--- src/rtl/pcie_rx_pkg.sv ---
// Shared PCIe RX symbol, polynomial and sync-header constants, plus the
// scrambler mode decode used by the per-lane descrambler.
package pcie_rx_pkg;

    localparam logic [7:0]  COM_SYM    = 8'hBC;
    localparam logic [7:0]  SKP_SYM    = 8'h1C;
    localparam logic [15:0] GEN12_POLY = 16'h0039;
    localparam logic [22:0] GEN3_POLY  = 23'h210125;
    localparam logic [15:0] GEN12_SEED = 16'hFFFF;
    localparam logic [1:0]  SYNC_DATA  = 2'b10;
    localparam logic [1:0]  SYNC_OS    = 2'b01;

    typedef enum logic {
        MODE_GEN12 = 1'b0,
        MODE_GEN3  = 1'b1
    } scrMode_e;

    function automatic scrMode_e genToMode(input logic [2:0] gen);
        return (gen >= 3'd3) ? MODE_GEN3 : MODE_GEN12;
    endfunction

endpackage

--- src/rtl/lfsr_byte_step.sv ---
// One byte of descrambling: decides whether the byte is descrambled, skipped or
// reseeds the LFSR, then runs the LFSR eight steps from bit 0 to bit 7.
module lfsr_byte_step
    import pcie_rx_pkg::*;
(
    input  scrMode_e    mode,
    input  logic        enable,
    input  logic [22:0] lfsrIn,
    input  logic [7:0]  dataIn,
    input  logic        dataK,
    input  logic [1:0]  syncHeader,
    output logic [7:0]  dataOut,
    output logic [22:0] lfsrOut
);

    logic advance;
    logic scramble;
    logic reseed;
    logic fb;

    always_comb begin
        advance  = 1'b0;
        scramble = 1'b0;
        reseed   = 1'b0;
        if (enable) begin
            if (mode == MODE_GEN12) begin
                if (dataK) begin
                    if (dataIn == COM_SYM) begin
                        reseed = 1'b1;
                    end else if (dataIn != SKP_SYM) begin
                        advance = 1'b1;
                    end
                end else begin
                    advance  = 1'b1;
                    scramble = 1'b1;
                end
            end else if (syncHeader == SYNC_DATA) begin
                advance  = 1'b1;
                scramble = 1'b1;
            end
        end
    end

    // Gen1/2 keeps the upper seven state bits cleared; Gen3+ uses all 23.
    always_comb begin
        lfsrOut = lfsrIn;
        dataOut = dataIn;
        fb      = 1'b0;
        if (reseed) begin
            lfsrOut = {7'b0, GEN12_SEED};
        end else if (advance) begin
            for (int unsigned i = 0; i < 8; i++) begin
                fb = (mode == MODE_GEN12) ? lfsrOut[15] : lfsrOut[22];
                if (scramble) begin
                    dataOut[i] = dataIn[i] ^ fb;
                end
                if (mode == MODE_GEN12) begin
                    lfsrOut = {7'b0, lfsrOut[14:0], 1'b0} ^ (fb ? {7'b0, GEN12_POLY} : '0);
                end else begin
                    lfsrOut = {lfsrOut[21:0], 1'b0} ^ (fb ? GEN3_POLY : '0);
                end
            end
        end
    end

endmodule

--- src/rtl/descrambler_lane.sv ---
// Per-lane PIPE RX descrambler: four chained byte steps over one shared LFSR,
// registered outputs one cycle after each valid word.
module descrambler_lane
    import pcie_rx_pkg::*;
(
    input  logic        clk,
    input  logic        reset,
    input  logic [2:0]  GEN,
    input  logic        turnOff,
    input  logic        PIPEDataValid,
    input  logic [5:0]  PIPEWIDTH,
    input  logic [1:0]  PIPESyncHeader,
    input  logic [23:0] seedValue,
    input  logic [31:0] PIPEData,
    input  logic [3:0]  PIPEDataK,
    output logic        descramblerDataValid,
    output logic [31:0] descramblerData,
    output logic [3:0]  descramblerDataK,
    output logic [1:0]  descramblerSyncHeader
);

    scrMode_e    mode;
    logic [22:0] lfsrQ;
    logic [22:0] lfsrChain [0:4];
    logic [7:0]  byteOut [0:3];
    logic [3:0]  byteActive;
    logic [31:0] descrambled;
    logic        unusedSeedMsb;

    assign mode          = genToMode(GEN);
    assign lfsrChain[0]  = lfsrQ;
    assign unusedSeedMsb = seedValue[23];

    for (genvar b = 0; b < 4; b++) begin : gByte
        assign byteActive[b] = (PIPEWIDTH > 6'(8 * b));

        lfsr_byte_step uStep (
            .mode       (mode),
            .enable     (byteActive[b] && PIPEDataValid && !turnOff),
            .lfsrIn     (lfsrChain[b]),
            .dataIn     (PIPEData[8*b +: 8]),
            .dataK      (PIPEDataK[b]),
            .syncHeader (PIPESyncHeader),
            .dataOut    (byteOut[b]),
            .lfsrOut    (lfsrChain[b+1])
        );
    end

    always_comb begin
        descrambled = '0;
        for (int unsigned b = 0; b < 4; b++) begin
            if (byteActive[b]) begin
                descrambled[8*b +: 8] = byteOut[b];
            end
        end
    end

    // Bytes beyond the active width do not advance the LFSR, so the last chain
    // tap is always the correct next state.
    always_ff @(posedge clk) begin
        if (reset) begin
            lfsrQ                 <= (mode == MODE_GEN3) ? seedValue[22:0] : {7'b0, GEN12_SEED};
            descramblerDataValid  <= 1'b0;
            descramblerData       <= '0;
            descramblerDataK      <= '0;
            descramblerSyncHeader <= '0;
        end else begin
            descramblerDataValid <= PIPEDataValid;
            if (PIPEDataValid) begin
                descramblerDataK      <= PIPEDataK;
                descramblerSyncHeader <= PIPESyncHeader;
                if (turnOff) begin
                    descramblerData <= PIPEData;
                end else begin
                    descramblerData <= descrambled;
                    lfsrQ           <= lfsrChain[4];
                end
            end
        end
    end

endmodule

--- config.mk ---
export PLATFORM = sky130hd
export DESIGN_NAME = descrambler_lane
export DESIGN_NICKNAME = d
export VERILOG_FILES = /design/src/rtl/pcie_rx_pkg.sv /design/src/rtl/lfsr_byte_step.sv /design/src/rtl/descrambler_lane.sv
export SDC_FILE = /design/constraint.sdc
export NUM_CORES = 1
export LEC_CHECK = 0
export ABC_CLOCK_PERIOD_IN_PS = 6300
export CAP_MARGIN = 20
export CORE_ASPECT_RATIO = 1.1
export CORE_UTILIZATION = 35
export CTS_BUF_LIST = sky130_fd_sc_hd__clkbuf_8
export CTS_CLUSTER_SIZE = 16
export DETAILED_ROUTE_END_ITERATION = 6
export DONT_BUFFER_PORTS = 1
export PLACE_DENSITY_LB_ADDON = 0.15
export SLEW_MARGIN = 5
export SYNTH_ARGS = -nofsm -noshare
export SYNTH_HDL_FRONTEND = slang
export SYNTH_SLANG_ARGS = --single-unit
--- constraint.sdc ---
create_clock -name clk -period 6.3 [get_ports clk]
set_clock_uncertainty 0.15 [all_clocks]
set_input_delay 0.945 -clock clk [delete_from_list [all_inputs] [get_ports clk]]
set_output_delay 0.945 -clock clk [all_outputs]
set_load 0.01 [all_outputs]
### Word level (Yosys, flattened, before mapping)

Cells that the tools add are included.

| storage, ports and cells | value |
|---|---|
| flip-flop bits (word level) | 62 |
| word-level logic and storage cells | 418 |

| operators by class | value |
|---|---|
| magnitude comparators | 5 |
| equality and inequality tests | 10 |
| multiplexer cells | 291 |
| bitwise gates (word level) | 96 |
| reductions and logical operators | 11 |

Operators with widths:

| cell | number |
|---|---|
| 2-to-1 mux 23 bit | 100 |
| XOR 16 x 23 -> 23 bit | 32 |
| XOR 23 bit | 32 |
| 2-to-1 mux 22 bit | 32 |
| 2-to-1 mux 6 bit | 32 |
| 2-to-1 mux 1 bit | 114 |
| 2-to-1 mux 8 bit | 12 |
| equality test 8 bit, second input constant | 4 |
| 2-to-1 mux 32 bit | 1 |
| inequality test 8 x 5 -> 1 bit, second input constant | 4 |
| XOR 1 bit | 32 |
| > comparator 6 x 5 -> 1 bit, second input constant | 2 |
| logical AND 1 bit | 8 |
| > comparator 6 x 1 -> 1 bit, second input constant | 1 |
| > comparator 6 x 4 -> 1 bit, second input constant | 1 |
| greater-or-equal comparator 3 x 2 -> 1 bit, second input constant | 1 |
| equality test 2 bit, second input constant | 1 |
| inequality test 2 bit, second input constant | 1 |
| AND reduction 2 bit | 1 |
| nonzero test 2 bit | 1 |
| logical NOT 1 bit | 1 |

### Logic depth before layout (Yosys ltp)

| depth | value |
|---|---|
| depth after elaboration | 197 |
| mapped depth | 22 |
| gate-level depth less buffers | 18 |

### Cells and area by module

A second synthesis with hierarchy kept.

| unflattened totals | value |
|---|---|
| cell total of the unflattened synthesis | 1138 |
| area, all modules | 8235.4 um2 |

By module, submodules not included:

| module | instances | cells each | area an instance (um2) | seq. area each (um2) |
|---|---|---|---|---|
| lfsr_byte_step | 4 | 196 | 1297.5 | 0.0 |
| descrambler_lane | 1 | 354 | 3045.4 | 1471.4 |

### Worst setup path before layout

Ideal clock, no wire load.

| timing | value |
|---|---|
| kind | input-to-reg |
| start | in GEN[0] |
| end | reg lfsrQ[5] (data pin) |
| setup time | 0.273 ns |
| data arrival time | 5.344 ns |
| data required time | 5.877 ns |
| setup slack | 0.532 ns |
| stages | 20 |
| path buffers | 2 |
| path through | a21o_1 buf_2 a221o_1 buf_2 a21oi_4 mux2i_1 a211o_1 nand2_4 xnor2_1 mux2i_1 nand3_2 a21o_1 a21o_1 a21oi_4 mux2i_4 mux2i_4 xnor3_1 mux2i_1 xor2_1 a21oi_1 |

| between the ends | value |
|---|---|
| longest elaborated chain between the ends | 165 |

RTL lines:

| item | line | source |
|---|---|---|
| from (decl) | descrambler_lane.sv:8 | `input logic [2:0] GEN,` |
| greater-or-equal comparator 3 x 2 -> 1 bit (*) | pcie_rx_pkg.sv:19 | `return (gen >= 3'd3) ? MODE_GEN3 : MODE_GEN12;` |
| 2-to-1 mux 1 bit (*) | pcie_rx_pkg.sv:19 |  |
| 2-to-1 mux 1 bit | lfsr_byte_step.sv:53 | `fb = (mode == MODE_GEN12) ? lfsrOut[15] : lfsrOut[22];` |
| 2-to-1 mux 22 bit | lfsr_byte_step.sv:60 | `lfsrOut = {lfsrOut[21:0], 1'b0} ^ (fb ? GEN3_POLY : '0);` |
| XOR 23 bit | lfsr_byte_step.sv:60 |  |
| 2-to-1 mux 23 bit | lfsr_byte_step.sv:57 | `if (mode == MODE_GEN12) begin` |
| 2-to-1 mux 23 bit | lfsr_byte_step.sv:51 | `end else if (advance) begin` |
| 2-to-1 mux 23 bit | lfsr_byte_step.sv:49 | `if (reseed) begin` |
| [... 149 more ...] | n/a |  |
| 2-to-1 mux 23 bit | lfsr_byte_step.sv:49 |  |
| XOR 16 x 23 -> 23 bit or XOR 23 bit (tied branches) | lfsr_byte_step.sv:58, lfsr_byte_step.sv:60 |  |
| 2-to-1 mux 23 bit | lfsr_byte_step.sv:57 |  |
| 2-to-1 mux 23 bit | lfsr_byte_step.sv:51 |  |
| 2-to-1 mux 23 bit | lfsr_byte_step.sv:49 |  |
| 2-to-1 mux 23 bit | descrambler_lane.sv:72 | `if (turnOff) begin` |
| 2-to-1 mux 23 bit | descrambler_lane.sv:69 | `if (PIPEDataValid) begin` |
| 2-to-1 mux 23 bit (*) | descrambler_lane.sv:61 | `if (reset) begin` |
| to (signal assigned) | descrambler_lane.sv:62 | `lfsrQ <= (mode == MODE_GEN3) ? seedValue[22:0] : {7'b0, GEN12_SEED};` |
| to (signal assigned) | descrambler_lane.sv:76 | `lfsrQ <= lfsrChain[4];` |
| to (decl) | descrambler_lane.sv:23 | `logic [22:0] lfsrQ;` |

Every way passes the cells marked *; elsewhere a longest branch is shown, timed or not. The select of a mux whose other input is x is not followed.
A chain may end at the register's enable or synchronous reset.

### Final worst setup path

| timing | value |
|---|---|
| start | reg lfsrQ[20] |
| end | reg lfsrQ[10] (data pin) |

| between the ends | value |
|---|---|
| longest elaborated chain between the ends | 157 |

RTL lines:

| item | line |
|---|---|
| XOR 23 bit | lfsr_byte_step.sv:60 |
| 2-to-1 mux 23 bit | lfsr_byte_step.sv:57 |
| 2-to-1 mux 23 bit | lfsr_byte_step.sv:51 |
| 2-to-1 mux 23 bit | lfsr_byte_step.sv:49 |
| XOR 23 bit | lfsr_byte_step.sv:60 |
| 2-to-1 mux 23 bit | lfsr_byte_step.sv:57 |
| 2-to-1 mux 23 bit | lfsr_byte_step.sv:51 |
| 2-to-1 mux 23 bit | lfsr_byte_step.sv:49 |
| [... 141 more ...] | n/a |
| 2-to-1 mux 23 bit | lfsr_byte_step.sv:49 |
| XOR 16 x 23 -> 23 bit or XOR 23 bit (tied branches) | lfsr_byte_step.sv:58, lfsr_byte_step.sv:60 |
| 2-to-1 mux 23 bit | lfsr_byte_step.sv:57 |
| 2-to-1 mux 23 bit (*) | lfsr_byte_step.sv:51 |
| 2-to-1 mux 23 bit (*) | lfsr_byte_step.sv:49 |
| 2-to-1 mux 23 bit (*) | descrambler_lane.sv:72 |
| 2-to-1 mux 23 bit (*) | descrambler_lane.sv:69 |
| 2-to-1 mux 23 bit (*) | descrambler_lane.sv:61 |

Marked as above.

==> results.py <==
metrics = {
    "yosys": {
        "yosys_most_used_dff": "dfxtp_1",
        "synth_edf_count": 23,
        "synth_async_sr_flop_share_pct": 0,
        "netlist_area_um2": 8120,
        "yosys_warnings": 0,
        "yosys.area.top_type": "xnor2_1",
        "synthTopCellsByArea": "xnor2_1 (13%), dfxtp_1 (9.6%), edfxtp_1 (8.5%), nor2_1 (7.0%), a21oi_1 (6.5%)",
        "synth-seq-area-share_pct": 18.1,
        "syn-num-nets": 1127,
        "synth-seq-cells": 62,
        "synth_cell_types": 102,
        "synth_top_cell_area_share_pct": 12.8,
        "postSynthCellCount": 1052,
        "syn_area_per_cell_um2": 7.72,
    },
    "final_layout": {
        "fin_area_um2": 9090,
        "synthToLayoutAreaGrowth_pct": 11.9,
        "final_util_pct": 39.9,
        "drive_gt1_share_pct": 15.1,
        "final_cell_count_no_fill": 1386,
        "final_nets": 1156,
        "mostFrequentLayoutCell": "nor2_1",
        "diodes": 0,
        "layout_common_cells": "nor2_1 (152), xnor2_1 (119), nand2_1 (107)",
    },
    "setup_path": {
        "cp.arrival_ns": 5.96,
        "start_kind": "register",
        "slowest_stage": "o211ai_1",
        "crit_cells": 18,
        "crit_path_frequent_cell": "xnor2_1",
        "rr_endpoint": "lfsrQ[10]$_DFFE_PP_",
        "r2r_setup_slack_ns": 0.33,
        "critPathKind": "reg -> reg",
        "path_delay_family": "compound AO/OA/AOI/OAI gates",
        "critPathMaxStageDelay_ns": 0.63,
        "critPathLaunch": "lfsrQ[20]$_DFFE_PP_",
        "r2r-start": "lfsrQ[20]$_DFFE_PP_",
        "end_kind": "register",
        "reg2regPathDepth": 18,
        "crit_required_ns": 6.30,
        "crit_buf_inv": 1,
        "crit_end": "lfsrQ[10]$_DFFE_PP_",
        "path_max_fanout": 7,
        "crit_chain": "xnor3_1 > buf_4 > xnor2_1 > mux2i_1 > xnor2_1 > o211ai_1 > xnor2_1 > nor2_1 > a211oi_1 > xnor2_1 > nand2_1 > a21oi_1 > mux2i_1 > o21ai_0 > o21ai_0 > xnor2_1 > xnor3_1 > a221oi_1",
    },
    "place": {
        "portBuffers": 0,
        "place_area_um2": 8870,
        "dpl.cell_count": 1370,
        "gp_congestion": 0.950,
        "dp_hpwl_um": 24900,
    },
    "grt": {
        "grt_pass1_wl_um": 47000,
        "grt_pass1_vias": 7693,
        "antenna_found_initial": 0,
        "track_usage_pct": 26.4,
        "overflow": 0,
        "grt_max_degree": 55,
    },
    "detailed_routing": {
        "routedWlPerCell_um": 22.5,
        "vias": 7831,
        "viasPerCell": 5.65,
        "ant_nets": 0,
        "routed_wl_um": 31100,
        "route.detailed.drc": 0,
        "dr.pass1.iters": 5,
        "drt_iter0_markers": 540,
    },
    "power_and_ir_drop": {
        "p_int_w": 0.00174,
        "power.leakage_nw": 3.49,
        "irDropWorstVdd_v": 0.000153,
        "comb_power_share_pct": 70.7,
        "switchingPower_w": 0.00153,
        "p_seq_share_pct": 16.2,
        "swShare_pct": 46.8,
        "cellPowerDensity_nw_per_um2": 360,
        "clockPowerShare_pct": 13.1,
    },
    "clocking": {
        "cts_hold_buf": 0,
        "clock-sinks": 62,
        "cts-resized-gates": 0,
        "cts_root_buffer": "clkbuf_8",
        "clk_pin_slew_worst_paths_ns": 0.08,
        "htree_levels": 3,
        "cts_tree": "done",
        "post_cts_buffers": 0,
        "cts_made_buffers": 9,
        "ctsLongestPathBuffers": 2,
        "clock_latency_ns": 0.37,
    },
    "timing": {
        "relSlewSlack_pct": 32.1,
        "post-route-min-period_ns": 5.97,
        "rsz0062_at_grt": "no",
        "setup_violations": 0,
        "slew_violations": 0,
        "worstMarginPinSlew_ns": 1.02,
        "timing.fmax_mhz": 168,
        "hold_viol": 0,
        "finalSetupTns_ns": 0,
        "fin_crit_sh_pct": 94.7,
    },
    "floorplan": {
        "num_rows": 58,
        "io-pin-count": 114,
        "coreArea_um2": 22800,
        "die_h_um": 162,
        "die_width_um": 147,
        "start_util_pct": 35.6,
        "die_area_um2": 23800,
    },
    "flow_run": {
        "maxCapViolCount": 0,
    },
    "min_path": {
        "min_path_type": "reg -> reg",
    },
    "run_status": {
        "status": "finished, final reports clean",
    },
}
flip-flops by register name, indices dropped and copies added, names as in the netlist:
signal	flops
descramblerData	32
lfsrQ	23
descramblerDataK	4
descramblerSyncHeader	2
descramblerDataValid	1
Yosys cell counts, drive strengths merged, types with 20 or more instances:
cell type	instances
edfxtp	23
buf	28
dfxtp	39
nor2	154
mux2i	33
a21oi	110
xor2	62
o21ai	51
xnor2	126
nand2	109
nand3	20
clkbuf	40
logic make-up after synthesis:
| family | count (synthesis) | synth area share, % |
|---|---|---|
| XOR/XNOR | 202 | 25.3 |
| flip-flops | 62 | 18.1 |
| buffers and inverters | 76 | 4.04 |
| AND/OR/NAND/NOR | 373 | 21.6 |
| multiplexers | 36 | 5.18 |
| AO/OA/AOI/OAI | 303 | 25.8 |
power groups by stage:
stage	sequential, W	combinational (W)	clock (W)
CTS	0.000531	0.00229	0.000438
global route	0.000537	0.00248	0.000453
finish	0.000531	0.00231	0.000428
global placement	0.000540	0.00228	0
detailed placement	0.000540	0.00227	0
floorplan	0.000498	0.00169	0
how the worst min path moves through the flow:
stage | cells after the start | slack, ns | startpoint | end
CTS | 1 | 0.40 | descramblerData[31]$_SDFFE_PP0P_ | descramblerData[31]$_SDFFE_PP0P_
finish | 1 | 0.40 | descramblerData[31]$_SDFFE_PP0P_ | descramblerData[31]$_SDFFE_PP0P_
floorplan | 1 | 0.36 | descramblerData[31]$_SDFFE_PP0P_ | descramblerData[31]$_SDFFE_PP0P_
global route | 1 | 0.41 | descramblerData[31]$_SDFFE_PP0P_ | descramblerData[31]$_SDFFE_PP0P_
global placement | 1 | 0.38 | descramblerData[31]$_SDFFE_PP0P_ | descramblerData[31]$_SDFFE_PP0P_
detailed placement | 1 | 0.38 | descramblerData[31]$_SDFFE_PP0P_ | descramblerData[31]$_SDFFE_PP0P_
routing by layer:
layer | share of wire, % | global-route usage (%) | vias up | wire length [um]
met3 | 4.5 | 3.31 | 59 | 1410
met4 | 3.9 | 10.7 | 0 | 1210
met5 | 0 | 0 | - | 0
met1 | 43 | 32.7 | 3682 | 13300
met2 | 49 | 46.2 | 281 | 15200
li1 | - | - | 3809 | -
through the flow:
| stage | power (W) | hold slack, ns | worst slack, ns |
|---|---|---|---|
| 4_1_cts | 0.00326 | 0.401 | 0.400 |
| 3_3_place_gp | 0.00282 | 0.377 | 0.163 |
| 6_report | 0.00327 | 0.397 | 0.335 |
| 5_1_grt | 0.00347 | 0.412 | 0.0631 |
| 3_5_place_dp | 0.00281 | 0.377 | 0.182 |
| 2_1_floorplan | 0.00219 | 0.358 | 0.532 |
area by class of cell:
cell class              count  area [um^2]
flip-flops and latches     62         1470
repair buffers             86          658
multi-input cells         914         6330
well taps                 300          375
fillers                  2418        13700
clock inverters             5         73.8
inverters                   8         30.0
clock buffers              11          151
Note: power is estimated with default switching activity, not from simulation.
